### src/rtl/ras_spec_pkg.sv
// Shared defaults, operation encoding and index-width helper for the speculative RAS.
// Checkpoint hardware is built only when OPTION_RAS_CHECKPOINT_EN is defined.
package ras_spec_pkg;

    localparam int RAS_DEPTH_DEF = 8;
    localparam int RAS_WIDTH_DEF = 31;
    localparam int RAS_CKPTS_DEF = 4;

    typedef enum logic [2:0] {
        OP_NONE,
        OP_PUSH,
        OP_POP,
        OP_REPL,
        OP_RESTORE,
        OP_CLEAR
    } ras_op_e;

    // A single checkpoint slot still needs a 1-bit id port.
    function automatic int ras_idx_w(input int n);
        return (n > 1) ? $clog2(n) : 1;
    endfunction

endpackage

### src/rtl/ras_spec_if.sv
// Fetch/execute-side request and status bundle of the speculative RAS.
// The slave modport is the RAS itself.
interface ras_spec_if #(
    parameter int WIDTH = ras_spec_pkg::RAS_WIDTH_DEF,
    parameter int CKPTS = ras_spec_pkg::RAS_CKPTS_DEF,
    parameter int IW    = ras_spec_pkg::ras_idx_w(CKPTS)
) ();
    logic             s_invalidate_i;
    logic             s_push_i;
    logic [WIDTH-1:0] s_push_addr_i;
    logic             s_pop_i;
    logic             s_ckpt_i;
    logic [IW-1:0]    s_ckpt_id_i;
    logic             s_restore_i;
    logic [IW-1:0]    s_restore_id_i;
    logic [WIDTH-1:0] s_top_o;
    logic             s_empty_o;
    logic             s_full_o;
    logic [CKPTS-1:0] s_ckpt_valid_o;

    modport slave (
        input  s_invalidate_i, s_push_i, s_push_addr_i, s_pop_i,
        input  s_ckpt_i, s_ckpt_id_i, s_restore_i, s_restore_id_i,
        output s_top_o, s_empty_o, s_full_o, s_ckpt_valid_o
    );

    modport master (
        output s_invalidate_i, s_push_i, s_push_addr_i, s_pop_i,
        output s_ckpt_i, s_ckpt_id_i, s_restore_i, s_restore_id_i,
        input  s_top_o, s_empty_o, s_full_o, s_ckpt_valid_o
    );
endinterface

### src/rtl/ras_spec_ckpt_store.sv
// Checkpoint slot array: one write port, one read port, per-slot valid flags.
// Only instantiated when OPTION_RAS_CHECKPOINT_EN is defined.
module ras_spec_ckpt_store
    import ras_spec_pkg::*;
#(
    parameter int CKPTS = RAS_CKPTS_DEF,
    parameter int SW    = 8,
    parameter int IW    = ras_idx_w(CKPTS)
) (
    input  logic             s_clk_i,
    input  logic             s_reset_i,
    input  logic             i_clear,
    input  logic             i_we,
    input  logic [IW-1:0]    i_wid,
    input  logic [SW-1:0]    i_wdata,
    input  logic [IW-1:0]    i_rid,
    output logic [SW-1:0]    o_rdata,
    output logic [CKPTS-1:0] o_valid
);
    logic [SW-1:0]    r_slot [CKPTS];
    logic [CKPTS-1:0] r_valid;

    always_ff @(posedge s_clk_i) begin
        if (s_reset_i || i_clear) begin
            r_valid <= '0;
        end else if (i_we) begin
            r_valid[i_wid] <= 1'b1;
        end
    end

    // Slot payload is qualified by r_valid, so it needs no reset.
    always_ff @(posedge s_clk_i) begin
        if (i_we) begin
            r_slot[i_wid] <= i_wdata;
        end
    end

    assign o_rdata = r_slot[i_rid];
    assign o_valid = r_valid;
endmodule

### src/rtl/ras_spec.sv
// Speculative return address stack with checkpoint/repair.
// OPTION_RAS_CHECKPOINT_EN builds the slots; otherwise restore degrades to invalidate.
module ras_spec
    import ras_spec_pkg::*;
#(
    parameter int DEPTH = RAS_DEPTH_DEF,
    parameter int WIDTH = RAS_WIDTH_DEF,
    parameter int CKPTS = RAS_CKPTS_DEF
) (
    input  logic     s_clk_i,
    input  logic     s_reset_i,
    ras_spec_if.slave bus
);
    localparam int PW   = $clog2(DEPTH);
    localparam int CNTW = $clog2(DEPTH + 1);
    localparam int SW   = PW + CNTW + WIDTH;
    localparam logic [CNTW-1:0] CNT_MAX = CNTW'(DEPTH);

    logic [WIDTH-1:0] r_mem [DEPTH];
    logic [PW-1:0]    r_ptr;
    logic [CNTW-1:0]  r_cnt;

    ras_op_e          w_op;
    logic [PW-1:0]    w_ptr_n;
    logic [CNTW-1:0]  w_cnt_n;
    logic             w_we;
    logic [PW-1:0]    w_waddr;
    logic [WIDTH-1:0] w_wdata;
    logic             w_slot_vld;
    logic [PW-1:0]    w_rd_ptr;
    logic [CNTW-1:0]  w_rd_cnt;
    logic [WIDTH-1:0] w_rd_top;
    logic [CKPTS-1:0] w_ckpt_valid;

    // Restore of an empty slot falls back to a full flush.
    always_comb begin
        w_op = OP_NONE;
        if (bus.s_invalidate_i) begin
            w_op = OP_CLEAR;
        end else if (bus.s_restore_i) begin
            w_op = w_slot_vld ? OP_RESTORE : OP_CLEAR;
        end else if (bus.s_push_i && bus.s_pop_i && (r_cnt != '0)) begin
            w_op = OP_REPL;
        end else if (bus.s_push_i) begin
            w_op = OP_PUSH;
        end else if (bus.s_pop_i && (r_cnt != '0)) begin
            w_op = OP_POP;
        end
    end

    always_comb begin
        w_ptr_n = r_ptr;
        w_cnt_n = r_cnt;
        w_we    = 1'b0;
        w_waddr = r_ptr;
        w_wdata = bus.s_push_addr_i;
        case (w_op)
            OP_CLEAR: begin
                w_ptr_n = '0;
                w_cnt_n = '0;
            end
            OP_RESTORE: begin
                w_ptr_n = w_rd_ptr;
                w_cnt_n = w_rd_cnt;
                w_we    = 1'b1;
                w_waddr = w_rd_ptr;
                w_wdata = w_rd_top;
            end
            OP_REPL: begin
                w_we = 1'b1;
            end
            OP_PUSH: begin
                w_ptr_n = r_ptr + 1'b1;
                w_we    = 1'b1;
                w_waddr = r_ptr + 1'b1;
                w_cnt_n = (r_cnt == CNT_MAX) ? r_cnt : r_cnt + 1'b1;
            end
            OP_POP: begin
                w_ptr_n = r_ptr - 1'b1;
                w_cnt_n = r_cnt - 1'b1;
            end
            default: ;
        endcase
    end

    always_ff @(posedge s_clk_i) begin
        if (s_reset_i) begin
            r_ptr <= '0;
            r_cnt <= '0;
        end else begin
            r_ptr <= w_ptr_n;
            r_cnt <= w_cnt_n;
        end
    end

    always_ff @(posedge s_clk_i) begin
        if (!s_reset_i && w_we) begin
            r_mem[w_waddr] <= w_wdata;
        end
    end

`ifdef OPTION_RAS_CHECKPOINT_EN
    logic [WIDTH-1:0] w_top_n;
    logic [SW-1:0]    w_rd_state;
    logic             w_ckpt_we;

    // Snapshot sees the same-cycle write so a pushed address is captured as top.
    assign w_top_n   = (w_we && (w_waddr == w_ptr_n)) ? w_wdata : r_mem[w_ptr_n];
    assign w_ckpt_we = bus.s_ckpt_i && (w_op != OP_CLEAR);

    ras_spec_ckpt_store #(
        .CKPTS (CKPTS),
        .SW    (SW)
    ) u_ckpt_store (
        .s_clk_i   (s_clk_i),
        .s_reset_i (s_reset_i),
        .i_clear   (w_op == OP_CLEAR),
        .i_we      (w_ckpt_we),
        .i_wid     (bus.s_ckpt_id_i),
        .i_wdata   ({w_ptr_n, w_cnt_n, w_top_n}),
        .i_rid     (bus.s_restore_id_i),
        .o_rdata   (w_rd_state),
        .o_valid   (w_ckpt_valid)
    );

    assign {w_rd_ptr, w_rd_cnt, w_rd_top} = w_rd_state;
    assign w_slot_vld = w_ckpt_valid[bus.s_restore_id_i];
`else
    logic w_unused_ckpt;

    assign w_ckpt_valid  = '0;
    assign w_slot_vld    = 1'b0;
    assign w_rd_ptr      = '0;
    assign w_rd_cnt      = '0;
    assign w_rd_top      = '0;
    assign w_unused_ckpt = ^{bus.s_ckpt_i, bus.s_ckpt_id_i, bus.s_restore_id_i};
`endif

    assign bus.s_top_o        = (r_cnt == '0) ? '0 : r_mem[r_ptr];
    assign bus.s_empty_o      = (r_cnt == '0);
    assign bus.s_full_o       = (r_cnt == CNT_MAX);
    assign bus.s_ckpt_valid_o = w_ckpt_valid;
endmodule
### src/flat_wrapper.sv
// flat-port wrapper written by rule: the top's interface ports become plain ports
module ras_spec_flat import ras_spec_pkg::*;
#(
    parameter int DEPTH = RAS_DEPTH_DEF,
    parameter int WIDTH = RAS_WIDTH_DEF,
    parameter int CKPTS = RAS_CKPTS_DEF
)
  (s_clk_i, s_reset_i, bus_s_invalidate_i, bus_s_push_i, bus_s_push_addr_i, bus_s_pop_i, bus_s_ckpt_i, bus_s_ckpt_id_i, bus_s_restore_i, bus_s_restore_id_i, bus_s_top_o, bus_s_empty_o, bus_s_full_o, bus_s_ckpt_valid_o);
  ras_spec_if #(.WIDTH(WIDTH), .CKPTS(CKPTS)) bus_i ();
  input  logic s_clk_i;
  input  logic s_reset_i;
  input wire logic [$bits(bus_i.s_invalidate_i)-1:0] bus_s_invalidate_i;
  input wire logic [$bits(bus_i.s_push_i)-1:0] bus_s_push_i;
  input wire logic [$bits(bus_i.s_push_addr_i)-1:0] bus_s_push_addr_i;
  input wire logic [$bits(bus_i.s_pop_i)-1:0] bus_s_pop_i;
  input wire logic [$bits(bus_i.s_ckpt_i)-1:0] bus_s_ckpt_i;
  input wire logic [$bits(bus_i.s_ckpt_id_i)-1:0] bus_s_ckpt_id_i;
  input wire logic [$bits(bus_i.s_restore_i)-1:0] bus_s_restore_i;
  input wire logic [$bits(bus_i.s_restore_id_i)-1:0] bus_s_restore_id_i;
  output wire logic [$bits(bus_i.s_top_o)-1:0] bus_s_top_o;
  output wire logic [$bits(bus_i.s_empty_o)-1:0] bus_s_empty_o;
  output wire logic [$bits(bus_i.s_full_o)-1:0] bus_s_full_o;
  output wire logic [$bits(bus_i.s_ckpt_valid_o)-1:0] bus_s_ckpt_valid_o;
  assign bus_i.s_invalidate_i = bus_s_invalidate_i;
  assign bus_i.s_push_i = bus_s_push_i;
  assign bus_i.s_push_addr_i = bus_s_push_addr_i;
  assign bus_i.s_pop_i = bus_s_pop_i;
  assign bus_i.s_ckpt_i = bus_s_ckpt_i;
  assign bus_i.s_ckpt_id_i = bus_s_ckpt_id_i;
  assign bus_i.s_restore_i = bus_s_restore_i;
  assign bus_i.s_restore_id_i = bus_s_restore_id_i;
  assign bus_s_top_o = bus_i.s_top_o;
  assign bus_s_empty_o = bus_i.s_empty_o;
  assign bus_s_full_o = bus_i.s_full_o;
  assign bus_s_ckpt_valid_o = bus_i.s_ckpt_valid_o;
  ras_spec #(.DEPTH(DEPTH), .WIDTH(WIDTH), .CKPTS(CKPTS)) u_core (.s_clk_i(s_clk_i), .s_reset_i(s_reset_i), .bus(bus_i));
endmodule
### config.mk
export PLATFORM = sky130hd
export DESIGN_NAME = ras_spec_flat
export DESIGN_NICKNAME = d
export VERILOG_FILES = /design/src/rtl/ras_spec_pkg.sv /design/src/rtl/ras_spec_if.sv /design/src/rtl/ras_spec_ckpt_store.sv /design/src/rtl/ras_spec.sv /design/src/flat_wrapper.sv
export SDC_FILE = /design/constraint.sdc
export NUM_CORES = 1
export LEC_CHECK = 0
export BUFFER_PORTS_ARGS = -buffer_cell sky130_fd_sc_hd__buf_4
export CAP_MARGIN = 5
export CORE_MARGIN = 4
export CORE_UTILIZATION = 45
export CTS_BUF_LIST = sky130_fd_sc_hd__clkbuf_8
export DETAILED_ROUTE_END_ITERATION = 6
export GPL_TIMING_DRIVEN = 0
export SLEW_MARGIN = 5
export SYNTH_ARGS = -nofsm -noshare
export SYNTH_HDL_FRONTEND = slang
export SYNTH_HIERARCHICAL = 1
export SYNTH_SLANG_ARGS = --single-unit
### constraint.sdc
create_clock -name s_clk_i -period 3.1 [get_ports s_clk_i]
set_input_delay 0.155 -clock s_clk_i [delete_from_list [all_inputs] [get_ports s_clk_i]]
set_output_delay 0.155 -clock s_clk_i [all_outputs]
set_load 0.05 [all_outputs]
* Yosys cells after proc, flatten, opt, wreduce, memory -nomap -nowiden
Memory sizes are Yosys's and may differ from the RTL's. A register that Yosys moved wholly into a read port is not among the register bits. Index checks and enable logic that the tools add are counted. Widths: inputs -> output; s select.
Word-level totals: memories kept 1, register bits 7, bits in writable memories 248, logic and storage cells 41, input bits 42
Cells by class: $add $sub $neg 4, muxes and demuxes 16, eq/ne operators 7, reduce and logical (&&, ||, !) cells 11
Memory list:
- u_core.r_mem | words 8, width 31, rd ports 1, clocked after Yosys merged registers in 1, wr ports 1, RTL line ras_spec.sv:19 | logic [WIDTH-1:0] r_mem [DEPTH];
Operators with widths (number):
- $mux 31 | 2
- $mux 3 | 6
- $pmux 4 s3 | 1
- $pmux 3 s3 | 1
- $eq 3x2->1 const B | 2
- $eq 3x3->1 const B | 2
- $pmux 3 s2 | 1
- $add 4x1->4 const B | 1
- $eq 4x4->1 const B | 1
- $logic_and 1x1->1 | 4
- $logic_not 4->1 | 1
- $mux 4 | 1
- $reduce_bool 4->1 | 1
- $sub 4x1->4 const B | 1
- $add 3x1->3 const B | 1
- $eq 3x1->1 const B | 1
- $mux 1 | 3
- $reduce_bool 3->1 | 1
- $reduce_or 3->1 | 1
- $sub 3x1->3 const B | 1
- $mux 2 | 1
- $ne 2x2->1 const B | 1
- $reduce_and 2->1 | 1
- $reduce_or 2->1 | 1
- $logic_not 1->1 | 1

* Logic depth before layout (Yosys ltp)
Gate-level depths: netlist of the first run.
depth in word-level cells 13, gate-level depth with buffers 8, depth with buffers taken out 7

* Worst setup path after synthesis of the first run
No wires, ideal clock.
path type flip-flop to flip-flop, from register u_core.r_cnt[0], to memory u_core/r_mem[5][0] (netlist bit) (enable), library setup time 419 ps, cell stages (with the launch flop) 7, path buffers 2, data arrival time 2772 ps, path slack -91 ps, data required time 2681 ps, period minus slack after synthesis 3191 ps, path through dfxtp_1 buf_4 o41a_1 buf_4 xnor2_2 or2_1 nor2_1
Between the ends: word-level cells in the longest chain between the ends 13, elaborated cells between the ends (all ways) 17, classes of those cells 3 x eq/ne; 9 x mux; 5 x reduce/logical
RTL lines:
- start: declaration | RTL line ras_spec.sv:21 | logic [CNTW-1:0] r_cnt;
- start signal: assignment | RTL line ras_spec.sv:92 | r_cnt <= w_cnt_n;
- $reduce_bool 4->1 * | RTL line ras_spec.sv:42, ras_spec.sv:46
- $logic_and 1x1->1 | RTL line ras_spec.sv:46 | end else if (bus.s_pop_i && (r_cnt != '0)) begin
- $mux 2 | RTL line ras_spec.sv:46
- $mux 3 | RTL line ras_spec.sv:44 | end else if (bus.s_push_i) begin
- $mux 3 * | RTL line ras_spec.sv:42 | end else if (bus.s_push_i && bus.s_pop_i && (r_cnt != '0)) begin
- $mux 3 * | RTL line ras_spec.sv:40 | end else if (bus.s_restore_i) begin
- $mux 3 * | RTL line ras_spec.sv:38 | if (bus.s_invalidate_i) begin
- $eq 3x2->1, or another cell as far along | RTL line ras_spec.sv:57 | case (w_op)
- $reduce_or 3->1 (no source line)
- $mux 1 | RTL line ras_spec.sv:57
- $logic_and 1x1->1 | RTL line ras_spec.sv:97 | if (!s_reset_i && w_we) begin
- $mux 1 | RTL line ras_spec.sv:97
- $mux 1 (implied by the code) | RTL line ras_spec.sv:98 | r_mem[w_waddr] <= w_wdata;
- end: declaration | RTL line ras_spec.sv:19
Mark *: on every way between the ends. The rest lies on a longest branch, timed or not.

* Worst setup path in the final report of the first run
from register u_core.r_cnt[0], to memory u_core/r_mem[4][30] (netlist bit) (enable)
The elaborated chain is that of the path after synthesis.

==> results of run 1 <==
-- final cells by class --
cell class / count / area (um^2)
Clock buffer: 42 / 578
Inverter: 2 / 7.51
Clock inverter: 29 / 168
Fill cell: 1810 / 10400
Multi-Input combinational cell: 213 / 2530
Tap cell: 285 / 357
Sequential cell: 258 / 7650
Timing Repair Buffer: 78 / 776
Buffer: 65 / 279
-- layout by cell type, fill, tap and decap left out, types with 7 or more instances in the layout --
cell type	n
edfxtp_1	248
clkbuf_1	46
dlygate4sd3_1	33
clkinv_1	13
nor2_1	41
nor2_4	8
clkbuf_8	42
buf_12	7
dfxtp_1	10
buf_4	43
buf_2	9
inv_1	14
nand2_1	8
mux2i_1	34
mux4_2	62
-- critical path, stage by stage (launching register included) --
cell and delay [ns]:
dfxtp_1 0.31, buf_4 0.17, o41a_1 0.40, buf_4 0.18
xnor2_2 0.20, nand3_1 0.34, nor2_4 0.69, buf_16 0.25
-- cell families after synthesis --
family | count (synthesis) | synth area share (%)
simple gates | 87 | 4.38
compound gates | 16 | 1.50
fa+ha+maj | 4 | 0.481
buf+inv | 67 | 2.76
flops | 258 | 73.6
other cells | 1 | 0.0361
xor+xnor | 6 | 0.578
mux | 96 | 16.7
-- metal layers --
layer,part of all wire [%],track usage (%)
met1,41,21.7
met2,52,28.7
met3,5.3,4.15
met4,1.5,4.38
met5,0,0
-- registers in the layout, summed over array words and instances (netlist names), named ones only --
signal and cells:
u_core/r_mem 248, u_core/r_ptr 3, u_core/r_cnt 4
-- metrics by stage --
stage	TNS, ns	instances	util [%]	hold WS (ns)	total power, uW
floorplan	-13.82	538	-	0.370	4070
global placement	-374.88	860	48.6	0.490	4120
detailed placement	0	868	49.6	0.510	4140
CTS	0	972	54.4	0.0829	6820
global route	0	972	54.4	0.149	6990
finish	0	972	54.4	0.128	6720
-- power by group --
part	internal, uW	switching (uW)	total (uW)	leakage, uW
Sequential	3830	2.44	3830	0.00231
Combinational	106	158	264	0.00119
Clock	1420	1210	2630	0.000423
-- final timing paths --
kind | from | endpoint | slack (ns)
max | u_core/r_cnt[0]$_SDFFE_PP0P_ | u_core/r_mem[4][30]$_DFFE_PP_ | 0.24
min | bus_s_pop_i | u_core/r_cnt[2]$_SDFFE_PP0P_ | 0.13
max reg2reg | u_core/r_cnt[0]$_SDFFE_PP0P_ | u_core/r_mem[4][30]$_DFFE_PP_ | 0.24
min reg2reg | u_core/r_ptr[1]$_SDFFE_PP0N_ | u_core/r_ptr[1]$_SDFFE_PP0N_ | 0.62
==> impl_metrics.toml, run 1 <==
[run_status]
outcome = "finished, final reports clean"

[logic_synthesis]
synth_edf_count = 248
yosysWarnings = 6
ys_ff_latch = 258
synth.top_cell.area_share_pct = 71.6
syn_area_um2 = 10400
yosys.area.top_type = "edfxtp_1"
synthCells = 535
yosysMostFrequentCell = "edfxtp_1"
synthArstFlopShare_pct = 0
synth.top_cells.by_area = "edfxtp_1 72%, mux4_2 13%, mux2i_1 3.3%"
ys.flop_type = "edfxtp_1"
synth.avg_cell_area_um2 = 19.4
yosysUniqueCellTypes = 47
synth_common_cells = "248 x edfxtp_1, 62 x mux4_2, 49 x nor2_1, 46 x clkbuf_1, 34 x mux2i_1"
ys_seq_area_share_pct = 73.6

[worst_setup_path]
cp.required_ns = 3.31
critical_path_class = "flip-flop to flip-flop"
arrival_ns = 3.06
cp_max_fo = 16
r2r_cells = 7
crit_path_end_kind = "flip-flop"
start_kind = "flip-flop"

[sta]
rsz0062_at_grt = "false"
maxSlewViolCount = 0
tightest_slew_ns = 0.971
fmaxAchievable_ghz = 0.350
fin_ws_ns = 0.245
hold_viol = 0
skew_ns = 0.0257
post-route-min-period_ns = 2.86
relSlewSlack_pct = 35.3
setup_viol = 0
timing.final.crit_share_pct = 92.1

[floorplan]
rows = 55
floorplan.initialDensity_pct = 45.8
die_area_um2 = 25600
chipHeight_um = 160
core_area_um2 = 22700
ios = 79
die_w_um = 160

[global_route]
grt_pass1_wl_um = 32800
grt_start_max_net_pins = 21
grt_pass1_vias = 5727
antenna_found_initial = 0
groute.usage.overall_pct = 16.8
grt-ovfl-total = 0

[placement]
pre_cts_ws_ns = 0.206
hpwl_um = 13000
placed_area_um2 = 11300
gp_congestion = 0.740
port_buffers = 37

[clock_network]
cts_max_path_buffers = 3
cts_tree = "done"
cts_buffers = 41
cts_setup_buffers = 0
cts.sink_count = 258
htree_levels = 2
clk_pin_slew_worst_paths_ns = 0.05
cts_resized = 0
clk_latency_ns = 0.53
hold_buffers = 33
clock-root-buffer = "clkbuf_8"

[detailed_routing]
drt_iter0_markers = 377
drc_errors = 0
vias_per_cell = 5.38
vias = 5231
routed_wirelength_um = 21200
ant_nets = 0
firstDrtPassIters = 4
wl_per_cell_um = 21.8

[finish]
fin_area_um2 = 12300
area_growth_pct = 18.8
drive_above_1_share_pct = 27.4
insertedDiodeCount = 0
fin_nets = 705

[flow_run]
maxCapViolCount = 0

[power_and_ir_drop]
peakVddDrop_mv = 0.309
p_leak_uw = 0.00393
p_per_area_nw_per_um2 = 545

[min_path]
hold_depth = 4
hold_class = "primary input to flip-flop"
Power figures use the tool's default switching activity.
==> run 2, diff against run 1 <==
PLACE_DENSITY = 0.67   (was not set)
==> run 2 against run 1 <==
Die area did not move. Critical path depth fell by 1. Flip-flop and latch count did not move. Register-to-register slack got worse by 0.03 ns. Global-route usage rose by 0.39 points. Clock skew rose by 0.0027 ns. Final cell count fell by 0.41%. Core utilization fell by 0.20 points. Clock power fell by 4%. Via count rose by 1.8%. Non-clock buffer count did not move. Fmax fell by 1.0%. Critical path type unchanged. Highest routed layer unchanged.
==> impl_metrics.toml, run 2 (synthesis results as in run 1) <==
[finish]
fill_cells = 1803
largest_reg_flops = 248
top_regs = "u_core/r_mem (248), u_core/r_cnt (4), u_core/r_ptr (3)"
drive_above_1_share_pct = 27.7
top_register = "u_core/r_mem"
area_growth_pct = 18.3
layout_commonest_cell = "edfxtp_1"
fin_nets = 706
insertedDiodeCount = 0
final_cell_mix = "248 x edfxtp_1, 62 x mux4_2, 46 x clkbuf_1"
fin_area_um2 = 12300

[power_and_ir_drop]
p_leak_uw = 0.00393
peakVddDrop_mv = 0.434
power_uw = 6610
p_per_area_nw_per_um2 = 538

[detailed_routing]
drt_iter0_markers = 367
firstDrtPassIters = 6
drc_errors = 0
vias = 5324
routed_wirelength_um = 21600
vias_per_cell = 5.50
wl_per_cell_um = 22.3
ant_nets = 0

[global_route]
groute.usage.overall_pct = 17.2
grt_pass1_wl_um = 33600
antenna_found_initial = 0
grt_start_max_net_pins = 24
grt-ovfl-total = 0
grt_pass1_vias = 5743

[worst_setup_path]
cp_max_fo = 19
critical_path_class = "flip-flop to flip-flop"
arrival_ns = 3.10
start_kind = "flip-flop"
r2r_slack_ns = 0.22
cp.required_ns = 3.31
crit_path_end_kind = "flip-flop"

[sta]
tightest_slew_ns = 0.942
relSlewSlack_pct = 37.2
post-route-min-period_ns = 2.88
skew_ns = 0.0285
timing.final.crit_share_pct = 93.0
rsz0062_at_grt = "false"
hold_viol = 0
whs_ns = 0.121
setup_viol = 0
maxSlewViolCount = 0
fmaxAchievable_ghz = 0.347

[clock_network]
hold_buffers = 33
cts_tree = "done"
cts.sink_count = 258
clk_latency_ns = 0.53
cts_max_path_buffers = 3
clk_pin_slew_worst_paths_ns = 0.05
cts_buffers = 42
cts_setup_buffers = 0
htree_levels = 2
clock-root-buffer = "clkbuf_8"
cts_resized = 0

[placement]
placed_area_um2 = 11300
gp_congestion = 0.718
hpwl_um = 12800
port_buffers = 37

[run_status]
outcome = "finished, final reports clean"

[floorplan]
die_area_um2 = 25600
die_w_um = 160
floorplan.initialDensity_pct = 45.8
core_area_um2 = 22700
rows = 55
chipHeight_um = 160
ios = 79

[flow_run]
maxCapViolCount = 0

[min_path]
hold_class = "primary input to flip-flop"
==> run 2: changes by cell type in the layout (fill, tap and decap cells not counted) <==
cell | previous run | this run
clkinv_2 | 1 | 2
clkinv_1 | 13 | 3
inv_1 | 14 | 19
bufinv_16 | 2 | 0
clkbuf_8 | 42 | 44
==> run 2: worst paths after layout <==
check | cells past startpoint | from | endpoint
setup reg to reg | 6 | u_core/r_cnt[2]$_SDFFE_PP0P_ | u_core/r_mem[4][12]$_DFFE_PP_
hold reg to reg | 3 | u_core/r_cnt[0]$_SDFFE_PP0P_ | u_core/r_cnt[1]$_SDFFE_PP0P_
hold / removal | 4 | bus_s_pop_i | u_core/r_cnt[1]$_SDFFE_PP0P_
setup / recovery | 6 | u_core/r_cnt[2]$_SDFFE_PP0P_ | u_core/r_mem[4][12]$_DFFE_PP_
==> run 2: routing by layer <==
layer	global-route usage [%]	wire, um
met5	0	0
met4	5.44	431
met3	3.23	1160
met2	29.5	11100
met1	22.5	8870
==> run 2: critical path, cell delays in order, from the launching register on <==
cell     delay (ns)
dfxtp_1        0.42
o41a_1         0.46
buf_4          0.19
xnor2_2        0.21
nand3_1        0.36
nor2_4         0.66
buf_12         0.27
==> run 2: area by class of cell <==
type                       count  area (um^2)  share of cell area [%]
inverter                       2         7.51                  0.0610
clock inverter                23         93.8                   0.763
multi-input combinational    213         2530                    20.6
buffer                        65          279                    2.27
sequential                   258         7650                    62.2
tap                          285          357                    2.90
timing repair buffer          78          776                    6.31
clock buffer                  44          606                    4.92
==> run 2: stage by stage <==
step                      TNS [ns]  instances  utilization (%)  setup WS [ns]
after detailed placement         0        868             49.6          0.264
after floorplan             -13.82        538                -        -0.0912
final                            0        968             54.2          0.216
after CTS                        0        968             54.2          0.204
after global placement     -341.51        860             48.6          -1.58
after global routing             0        968             54.2         0.0727
==> run 2: power breakdown <==
part	total (uW)	internal, uW	leakage [uW]	switching, uW
Combinational	264	106	0.00119	157
Sequential	3830	3830	0.00231	2.70
Clock	2520	1300	0.000424	1220
==> run 3, diff against run 2 <==
==> constraint.sdc (replaced) <==
create_clock -name s_clk_i -period 3.1 [get_ports s_clk_i]
set_input_delay 0.31 -clock s_clk_i [delete_from_list [all_inputs] [get_ports s_clk_i]]
set_output_delay 0.31 -clock s_clk_i [all_outputs]
set_load 0.05 [all_outputs]
==> run 3 against run 2 <==
Global-route usage is 0.19 points lower. Worst hold slack better by 0.0025 ns. Die area stayed put. Combinational power is 13% lower. Total power is 0.48% lower. Design area is 2.6% lower. Final cell count is 3.3% lower. Core utilization is 1.4 points lower. Via count is 2.5% lower. Routed wire length is 0.84% lower. Largest power group unchanged. Highest routed layer is now met5.
==> impl_metrics.toml, run 3 (synthesis results as in run 1) <==
[run_status]
outcome = "finished, final reports clean"

[worst_setup_path]
crit_family = "buffers and inverters"
reg2reg_from = "u_core/r_cnt[2]$_SDFFE_PP0P_"
r2r_cells = 6
start_kind = "flip-flop"
cpMostUsedCell = "clkbuf_1"
crit_slowest_cell = "clkbuf_1"
cp_num_cells = 6
crit_path_end_kind = "primary output"
path_cells = "clkbuf_1 > clkbuf_1 > mux4_2 > mux2i_1 > nor2_1 > buf_4"
cp.required_ns = 2.79
critPathBufInv = 3
arrival_ns = 2.66
critical_path_class = "flip-flop to primary output"
critical-path-max-stage-delay_ns = 0.58
cp_max_fo = 10

[placement]
port_buffers = 37
hpwl_um = 12800
gp_congestion = 0.718

[finish]
top_register = "u_core/r_mem"
area_growth_pct = 15.2
largest_reg_flops = 248
layout_commonest_cell = "edfxtp_1"
drive_above_1_share_pct = 29.8
top_regs = "u_core/r_mem (248), u_core/r_cnt (4), u_core/r_ptr (3)"
final_cell_mix = "248 x edfxtp_1, 62 x mux4_2, 44 x clkbuf_8"
fin_nets = 673

[detailed_routing]
routed_wirelength_um = 21400
drt_iter0_markers = 296
vias = 5192
vias_per_cell = 5.55
firstDrtPassIters = 5
wl_per_cell_um = 22.8
drc_errors = 0
ant_nets = 0

[sta]
relSlewSlack_pct = 37.5
hold_viol = 0
setup_viol = 0
tightest_slew_ns = 0.938
timing.final.crit_share_pct = 95.7
skew_ns = 0.0286
fmaxAchievable_ghz = 0.337
post-route-min-period_ns = 2.97
whs_ns = 0.124
maxSlewViolCount = 0

[clock_network]
htree_levels = 2
cts_buffers = 42
cts_max_path_buffers = 3
clock-root-buffer = "clkbuf_8"
cts_tree = "done"
clk_pin_slew_worst_paths_ns = 0.06
clk_latency_ns = 0.54
cts_setup_buffers = 0
hold_buffers = 0
cts.sink_count = 258

[floorplan]
floorplan.initialDensity_pct = 45.8
die_w_um = 160
die_area_um2 = 25600
chipHeight_um = 160
core_area_um2 = 22700
ios = 79
rows = 55

[global_route]
grt_pass1_wl_um = 33000
grt_pass1_vias = 5581
groute.usage.overall_pct = 17.0
antenna_found_initial = 3
grt_start_max_net_pins = 24
grt-ovfl-total = 0

[power_and_ir_drop]
p_per_area_nw_per_um2 = 549
power_uw = 6580
p_leak_uw = 0.00380
peakVddDrop_mv = 0.435

[min_path]
hold_class = "primary input to flip-flop"
min_from = "bus_s_push_addr_i[23]"
hold_depth = 1

[flow_run]
maxCapViolCount = 0
==> run 3: cell types whose count changed in the layout (fill, tap and decap cells not counted), sizes merged <==
cell,delta
diode,+1
dlygate4sd3,-33
==> run 3: final cells by class <==
| cell class | instances | area [um^2] |
|---|---|---|
| buffer | 65 | 285 |
| clock inverter | 23 | 93.8 |
| antenna | 1 | 2.50 |
| timing repair buffer | 45 | 445 |
| clock buffer | 44 | 606 |
| tap | 285 | 357 |
| inverter | 2 | 7.51 |
| multi-input combinational | 213 | 2530 |
| sequential | 258 | 7650 |
| fill | 1815 | 10700 |
==> run 3: power breakdown <==
| part | internal (uW) | leakage [uW] | total (uW) | switching, uW |
|---|---|---|---|---|
| combinational | 79.5 | 0.00107 | 230 | 150 |
| sequential | 3830 | 0.00231 | 3830 | 2.68 |
| clock | 1300 | 0.000424 | 2520 | 1220 |
| total | 5210 | 0.00380 | 6580 | 1380 |
==> run 3: stage by stage <==
step	utilization, %	instances	area (um^2)	setup slack (ns)	setup TNS (ns)
after floorplan	-	538	10400	-0.0912	-13.82
after global placement	48.6	860	11000	-1.58	-341.51
after detailed placement	49.6	868	11300	0.264	0
after CTS	52.7	935	12000	0.0486	0
after global routing	52.7	936	12000	-0.000260	-0.000260
final	52.7	936	12000	0.132	0
==> run 3: per-layer routing <==
layer	part of all wire, %	vias up	wire [um]	track usage [%]
li1	-	2291	-	-
met4	2.4	4	521	5.71
met3	6.1	50	1300	3.66
met2	51	159	10900	28.9
met5	0.10	-	22	0
met1	40	2688	8620	22.0
==> run 3: worst reg2reg max path, stage by stage (launching register included) <==
cell	delay, ns
dfxtp_1	0.42
o41a_1	0.46
buf_4	0.19
xnor2_2	0.21
nand3_1	0.35
nor2_4	0.65
buf_12	0.27
==> run 3: path summary, 6_finish.rpt <==
kind	endpoint	slack, ns
max	bus_s_top_o[12]	0.13
min	u_core/r_mem[4][23]$_DFFE_PP_	0.12
max reg2reg	u_core/r_mem[4][12]$_DFFE_PP_	0.23
min reg2reg	u_core/r_cnt[1]$_SDFFE_PP0P_	0.65
==> run 3: repair_timing <==
item / CTS / global route
resized for setup: 0 / 10
hold endpoints to repair: 0 / 0
endpoints found under the setup margin: 0 / 12
